`config.mk`:
```
export PLATFORM = sky130hd
export DESIGN_NAME = pipeline_alu_rv
export DESIGN_NICKNAME = d
export VERILOG_FILES = /design/src/rtl/pipeline_alu_rv.sv
export SDC_FILE = /design/constraint.sdc
export NUM_CORES = 1
export LEC_CHECK = 0
export ABC_CLOCK_PERIOD_IN_PS = 6390
export CAP_MARGIN = 10
export CORE_MARGIN = 2
export CORE_UTILIZATION = 40
export CTS_CLUSTER_SIZE = 20
export DETAILED_ROUTE_END_ITERATION = 7
export PLACE_DENSITY = 0.65
export SKIP_LAST_GASP = 1
export SYNTH_ARGS = -nofsm -noshare
export SYNTH_HDL_FRONTEND = slang
export SYNTH_SLANG_ARGS = --single-unit
export TNS_END_PERCENT = 50
```
`constraint.sdc`:
```
create_clock -name i_clk -period 6.39 [get_ports i_clk]
set_clock_uncertainty 0.05 [all_clocks]
set_input_delay 0.9585 -clock i_clk [delete_from_list [all_inputs] [get_ports i_clk]]
set_output_delay 0.9585 -clock i_clk [all_outputs]
set_load 0.05 [all_outputs]
```
`src/rtl/pipeline_alu_rv.sv`:
```
// pipeline_alu_rv: valid/ready pipelined ALU with bubble collapsing, flush and occupancy count
//   i_clk, i_rst_n       : clock and asynchronous active-low reset
//   i_a, i_b, i_opcode   : operands and operation select (S0 captures them)
//   i_valid / o_ready    : input handshake
//   i_flush              : drops every in-flight op at the next edge
//   o_result/o_zero/o_cf/o_ovf/o_valid : last stage contents
//   i_ready              : consumer accepts the output
//   o_occupancy          : registered count of valid stages
module pipeline_alu_rv #(
  parameter int WIDTH   = 8,
  parameter int LATENCY = 2
) (
  input  logic                         i_clk,
  input  logic                         i_rst_n,
  input  logic [WIDTH-1:0]             i_a,
  input  logic [WIDTH-1:0]             i_b,
  input  logic [2:0]                   i_opcode,
  input  logic                         i_valid,
  output logic                         o_ready,
  input  logic                         i_flush,
  output logic [WIDTH-1:0]             o_result,
  output logic                         o_zero,
  output logic                         o_cf,
  output logic                         o_ovf,
  output logic                         o_valid,
  input  logic                         i_ready,
  output logic [$clog2(LATENCY+1)-1:0] o_occupancy
);
  localparam int SW = $clog2(WIDTH);
  localparam int OW = $clog2(LATENCY+1);
  logic [LATENCY-1:0] v_q, v_d, ld;
  logic [WIDTH-1:0]   a_q, b_q;
  logic [2:0]         op_q;
  logic [WIDTH-1:0]   res_q [1:LATENCY-1];
  logic [LATENCY-1:1] z_q, c_q, ov_q;
  logic [OW-1:0]      occ_q, occ_d;
  logic [WIDTH-1:0]   alu_res;
  logic [WIDTH:0]     wide;
  logic [SW-1:0]      sh;
  logic               alu_c, alu_ov, accept;
  // a stage loads when empty or when the stage after it loads, so bubbles never block
  always_comb begin
    ld[LATENCY-1] = ~v_q[LATENCY-1] | i_ready;
    for (int k = LATENCY-2; k >= 0; k--) ld[k] = ~v_q[k] | ld[k+1];
  end
  assign o_ready = ld[0] & ~i_flush;
  assign accept  = i_valid & o_ready;
  always_comb begin
    v_d   = '0;
    occ_d = '0;
    if (!i_flush) begin
      v_d[0] = ld[0] ? accept : v_q[0];
      for (int k = 1; k < LATENCY; k++) v_d[k] = ld[k] ? v_q[k-1] : v_q[k];
    end
    for (int k = 0; k < LATENCY; k++) occ_d = occ_d + OW'(v_d[k]);
  end
  assign sh = b_q[SW-1:0];
  // shifts run one bit wider so the last bit shifted out lands in the extra bit
  always_comb begin
    alu_res = '0;
    alu_c   = 1'b0;
    alu_ov  = 1'b0;
    wide    = '0;
    case (op_q)
      3'b000: begin
        wide             = {1'b0, a_q} + {1'b0, b_q};
        {alu_c, alu_res} = wide;
        alu_ov           = (a_q[WIDTH-1] == b_q[WIDTH-1]) & (alu_res[WIDTH-1] != a_q[WIDTH-1]);
      end
      3'b001: begin
        wide             = {1'b0, a_q} - {1'b0, b_q};
        {alu_c, alu_res} = wide;
        alu_ov           = (a_q[WIDTH-1] != b_q[WIDTH-1]) & (alu_res[WIDTH-1] != a_q[WIDTH-1]);
      end
      3'b010: alu_res = a_q & b_q;
      3'b011: alu_res = a_q | b_q;
      3'b100: alu_res = a_q ^ b_q;
      3'b101: begin
        wide             = {1'b0, a_q} << sh;
        {alu_c, alu_res} = wide;
      end
      3'b110: begin
        wide             = {a_q, 1'b0} >> sh;
        {alu_res, alu_c} = wide;
      end
      default: alu_res = a_q;
    endcase
  end
  always_ff @(posedge i_clk or negedge i_rst_n) begin
    if (!i_rst_n) begin
      v_q   <= '0;
      occ_q <= '0;
      a_q   <= '0;
      b_q   <= '0;
      op_q  <= '0;
      z_q   <= '0;
      c_q   <= '0;
      ov_q  <= '0;
      for (int k = 1; k < LATENCY; k++) res_q[k] <= '0;
    end else begin
      v_q   <= v_d;
      occ_q <= occ_d;
      if (ld[0]) begin
        a_q  <= i_a;
        b_q  <= i_b;
        op_q <= i_opcode;
      end
      if (ld[1]) begin
        res_q[1] <= alu_res;
        z_q[1]   <= ~|alu_res;
        c_q[1]   <= alu_c;
        ov_q[1]  <= alu_ov;
      end
      for (int k = 2; k < LATENCY; k++) begin
        if (ld[k]) begin
          res_q[k] <= res_q[k-1];
          z_q[k]   <= z_q[k-1];
          c_q[k]   <= c_q[k-1];
          ov_q[k]  <= ov_q[k-1];
        end
      end
    end
  end
  assign o_result    = res_q[LATENCY-1];
  assign o_zero      = z_q[LATENCY-1];
  assign o_cf        = c_q[LATENCY-1];
  assign o_ovf       = ov_q[LATENCY-1];
  assign o_valid     = v_q[LATENCY-1];
  assign o_occupancy = occ_q;
endmodule

```
==> results of run 1 <==
## cell usage after synthesis (all sizes together), types with 5 or more instances
library cell  instances  area share
nand2                47       0.056
dfrtp                34        0.27
o21ai                32       0.051
a21oi                30       0.048
ha                   26        0.10
nor2                 24       0.029
inv                  22       0.026
nor2b                13       0.026
buf                  11       0.022
clkbuf               11       0.013
mux2i                 9       0.029
mux4                  9       0.070
nand3                 8       0.013
nand2b                7       0.014
nor3                  6      0.0096
a21o                  5       0.012
## layout make-up
cell class / count / area, um2
fillers: 745 / 4020
multi-input cells: 288 / 2070
flip-flops and latches: 34 / 851
repair buffers: 39 / 388
well taps: 102 / 128
inverters: 24 / 90.1
clock buffers: 6 / 82.6
clock inverters: 2 / 12.5
## power by group through the flow
stage | logic, mW | registers [mW] | clock network, mW
2_1_floorplan | 0.144 | 0.296 | 0
3_3_place_gp | 0.248 | 0.272 | 0
3_5_place_dp | 0.250 | 0.272 | 0
4_1_cts | 0.251 | 0.268 | 0.179
5_1_grt | 0.274 | 0.272 | 0.189
6_report | 0.253 | 0.268 | 0.174
## worst max-delay path by stage
stage                  from       to  slack, ns  cells after the start
finish              i_ready  o_ready       2.40                      4
global route        i_ready  o_ready       2.20                      4
CTS                 i_ready  o_ready       2.37                      4
detailed placement  i_ready  o_ready       2.37                      4
global placement    i_ready  o_ready       2.42                      4
floorplan           i_ready  o_ready       3.26                      4
## worst max-delay path: stages
cell and delay (ns):
clkdlybuf4s50_1 0.41, nor2b_1 0.71, a21oi_1 0.16, clkdlybuf4s50_1 0.74
## sequential cells by signal (all words and copies together), names as in the netlist
signal,count
o_occupancy,2
o_zero,1
o_ovf,1
v_q,2
o_result,8
a_q,8
op_q,3
o_cf,1
b_q,8
## stage by stage
| stage | instances | utilization | cell area (um2) | worst slack [ns] |
|---|---|---|---|---|
| 6_report | 495 | 0.474 | 3630 | 2.40 |
| 5_1_grt | 495 | 0.474 | 3630 | 2.20 |
| 4_1_cts | 495 | 0.474 | 3630 | 2.37 |
| 3_5_place_dp | 487 | 0.462 | 3530 | 2.37 |
| 3_3_place_gp | 487 | 0.462 | 3530 | 2.42 |
| 2_1_floorplan | 368 | - | 3120 | 3.26 |
## cell families (layout without fill, tap and decap cells)
group                      count (synthesis)  count (layout)
muxes                                     22              22
AOI/OAI and AO/OA                        113             113
DFF                                       34              34
buffers and inverters                     46              71
and+or+nand+nor                          123             123
adders and majority gates                 28              28
xor gates and xnor gates                   2               2
## metal layers
layer | share of wire | wire [um] | track usage
met2 | 0.47 | 3980 | 0.334
met4 | 0.018 | 151 | 0.0522
met5 | 0 | 0 | 0
met1 | 0.43 | 3670 | 0.289
met3 | 0.080 | 678 | 0.0382
==> impl_metrics.ini, run 1 <==
[logic_synthesis]
synth.area.mux_share = 0.113
syn_inst = 368
synth-edff-count = 0
ys.flop_type = dfrtp_1
synth_area_mm2 = 0.00312
avgSynthCellArea_um2 = 8.49
synth_warnings = 0
ys_seq_area_frac = 0.272
synth-simple-area-share = 0.192
yosysUniqueCellTypes = 63
synth_seq_cells = 34
synthesis.nets = 420
synth_top_family_by_area = compound AO/OA/AOI/OAI gates
synth_compound_area_frac = 0.237
async_flop_share = 1.00
synthAdderAreaFrac = 0.117
synth-xor-area-share = 0.00561

[clock_tree]
cts_tree = yes
cts_setup_buffers = 0
cts_root_buffer = clkbuf_8
clk_pin_slew_ns = 0.08
post_cts_resized = 0
cts.sinks = 34
cts_buffer_depth = 2
h-tree-depth = 2
ctsHoldBuffers = 0
clock_latency_ns = 0.29
cts_made_buffers = 5

[timing]
maxSlewViolCount = 0
hold_viol = 0
timing.final.crit_share = 0.624
tns_ns = 0
fin_crit_ns = 3.99
timing.slew.headroom = 0.328
worst_slew_pin_slew_ns = 1.01
setup_viol = 0
fin_hold_ws_ns = 0.420
max_freq_mhz = 251
rsz0062_at_grt = false

[global_route]
grt_pass1_wl_um = 13900
grt_pass1_vias = 2670
grtUsageTotal = 0.208
grt_max_degree = 37
grt_overflow = 0
antenna_found_initial = 0

[critical_path]
path_class = in -> out
cp.required_ns = 5.38
crit_arrival_ns = 2.98
cp-start-kind = primary input
cp-end-kind = output pin
worstPathMaxFanout = 15
r2r_end = o_result[7]
rr_startpoint = b_q[1]
reg2reg_depth = 9
r2r_slack_ns = 2.77

[route]
via_count = 2909
dr.pass1.iters = 6
wl_per_cell_um = 17.1
routed_wl_um = 8470
post_drt_via_cell_ratio = 5.88
ant_nets = 0
drc_errors = 0
drtIter0Drc = 337

[place]
routabilityCongestion = 0.975
hpwl_um = 6280
io_buffers = 38

[pwr]
power_density_mw_per_mm2 = 192
ir_worst_vdd_uv = 104
p_int_uw = 427
p_sw_frac = 0.386
power_uw = 695
p_clk_frac = 0.251
cellLeakagePower_nw = 1.55
comb_power_share = 0.363
power.switching_uw = 268
pwr-share-seq = 0.386

[min_path]
min_path_cells = 2
min_from = o_result[4]
hold_path.class = reg -> reg
hold-path-endpoint = o_result[4]

[final_layout]
layout_commonest_cell = nand2_1
diodes = 0
finalNetCount = 444
layout_common_cells = nand2_1, clkdlybuf4s50_1, dfrtp_1
syn_to_final_growth_pct = 16.1
drive_gt1_frac = 0.0636

[die]
rows = 32
core_area_mm2 = 0.00765
fp.dieW_um = 92.4
ios = 39
die_area_mm2 = 0.00853
initial_core_util = 0.409
die_height_um = 92.4

[job]
max_cap_violations = 0

[run_status]
outcome = finished, final reports clean
Power figures use the tool's default switching activity.
==> run 2: changes to the inputs <==
Settings changed: ABC_CLOCK_PERIOD_IN_PS 6390 to 3400, PLACE_DENSITY 0.65 to 0.67.
Clock period 6.39 ns to 3.4 ns, I/O delays scaled along.
==> run 2 against run 1 <==
Against the previous run:
- sequential cell count unchanged
- core utilization up 1.0 points
- non-clock buffer count up 10
- via count up 3.5%
- cell area up 2.1%
- largest power group is now combinational logic
- highest routed layer unchanged
==> impl_metrics.ini, run 2 (synthesized netlist as in run 1, its figures left out) <==
[run_status]
outcome = finished, final reports clean

[die]
rows = 32
fp.dieW_um = 92.4
ios = 39
die_height_um = 92.4
die_area_mm2 = 0.00853
initial_core_util = 0.409
core_area_mm2 = 0.00765

[critical_path]
cp_common_cell = a21oi_1
critPathBufInv = 1
worstPathMaxFanout = 11
cp-start-kind = register
path_class = reg -> reg
crit_chain = clkinv_1, ha_1, nor3_1, or3_1, a21oi_1, o21bai_1, a2111oi_1, a21oi_1, mux2_2
crit_arrival_ns = 3.27
crit_slowest_cell = dfrtp_1
cp-end-kind = register
cp.required_ns = 3.53
cp_slowest_stage_delay_ns = 0.60
cp_top_family = compound AO/OA/AOI/OAI gates

[timing]
tns_ns = 0
timing.slew.headroom = 0.496
fin_crit_ns = 3.14
worst_slew_pin_slew_ns = 0.754
max_freq_mhz = 318
timing.final.crit_share = 0.925
rsz0062_at_grt = false
setup_viol = 0
maxSlewViolCount = 0
hold_viol = 0

[clock_tree]
ctsHoldBuffers = 0
cts.sinks = 34
h-tree-depth = 2
cts_root_buffer = clkbuf_8
clk_pin_slew_ns = 0.09
cts_buffer_depth = 2
cts_tree = yes
clock_latency_ns = 0.30
cts_made_buffers = 5

[place]
routabilityCongestion = 0.952
io_buffers = 38
placed_area_mm2 = 0.00361
hpwl_um = 6790

[route]
post_drt_via_cell_ratio = 5.96
dr.pass1.iters = 7
via_count = 3011
ant_nets = 0
routed_wl_um = 9010
drtIter0Drc = 388
drc_errors = 0
wl_per_cell_um = 17.8

[final_layout]
diodes = 0
finalNetCount = 454
layout_common_cells = nand2_1, clkdlybuf4s50_1, dfrtp_1
fillers = 734
final_cell_area_mm2 = 0.00370
syn_to_final_growth_pct = 18.5
drive_gt1_frac = 0.0868
layout_commonest_cell = nand2_1

[job]
max_cap_violations = 0

[global_route]
grt_max_degree = 37
antenna_found_initial = 0
grt_overflow = 0
grt_pass1_vias = 2823
grtUsageTotal = 0.221
grt_pass1_wl_um = 14800

[pwr]
cellLeakagePower_nw = 1.60
ir_worst_vdd_uv = 213
power_density_mw_per_mm2 = 359

[min_path]
hold_path.class = reg -> reg
run 2: cell count changes in the layout (fill, tap and decap cells not counted):
| cell | before | now |
|---|---|---|
| buf_4 | 1 | 11 |
| a2111oi_0 | 1 | 0 |
| a2111oi_1 | 0 | 1 |
run 2: final timing paths:
path,start,endpoint,slack [ns],depth (start not counted)
min reg2reg,o_result[4],o_result[4],0.42,2
max reg2reg,b_q[2],o_result[6],0.26,9
min in group asynchronous,i_rst_n,b_q[2],0.56,2
max,b_q[2],o_result[6],0.26,9
min,o_result[4],o_result[4],0.42,2
max in group asynchronous,i_rst_n,b_q[7],2.39,2
run 2: worst min-delay path, stage by stage (launching register included):
cell and delay [ns]:
dfrtp_1 0.35, nand2_1 0.05, nand2_1 0.05
run 2: layout make-up:
| type | instances | area [um2] | area share |
|---|---|---|---|
| Timing Repair Buffer | 49 | 463 | 0.125 |
| Inverter | 24 | 90.1 | 0.0243 |
| Clock inverter | 2 | 12.5 | 0.00338 |
| Multi-Input combinational cell | 288 | 2080 | 0.561 |
| Tap cell | 102 | 128 | 0.0345 |
| Clock buffer | 6 | 82.6 | 0.0223 |
| Sequential cell | 34 | 851 | 0.230 |
run 2: what timing repair did:
action	in CTS	in global routing
gates resized for setup	0	1
setup endpoints to repair	0	1
endpoints found under the hold margin	0	0
setup buffers	0	0
run 2: power by group:
group | internal, mW | leakage, nW | switching (mW)
logic | 0.207 | 1.14 | 0.304
registers | 0.441 | 0.410 | 0.0442
clock network | 0.163 | 0.0472 | 0.169
total | 0.810 | 1.60 | 0.518
run 2: metrics by stage:
step,total power [mW],utilization,hold slack [ns],setup slack [ns],std cells
floorplan,0.827,-,0.164,0.646,368
global placement,0.993,0.472,0.415,0.321,497
detailed placement,0.996,0.472,0.414,0.328,497
CTS,1.33,0.484,0.432,0.305,505
global route,1.40,0.484,0.450,0.0863,505
finish,1.33,0.484,0.423,0.256,505
run 2: metal layers:
metal / GRT usage / part of all wire / vias to the layer above
li1: - / - / 1399
met1: 0.315 / 0.45 / 1423
met2: 0.335 / 0.44 / 158
met3: 0.0301 / 0.064 / 31
met4: 0.0958 / 0.041 / 0
met5: 0 / 0 / -
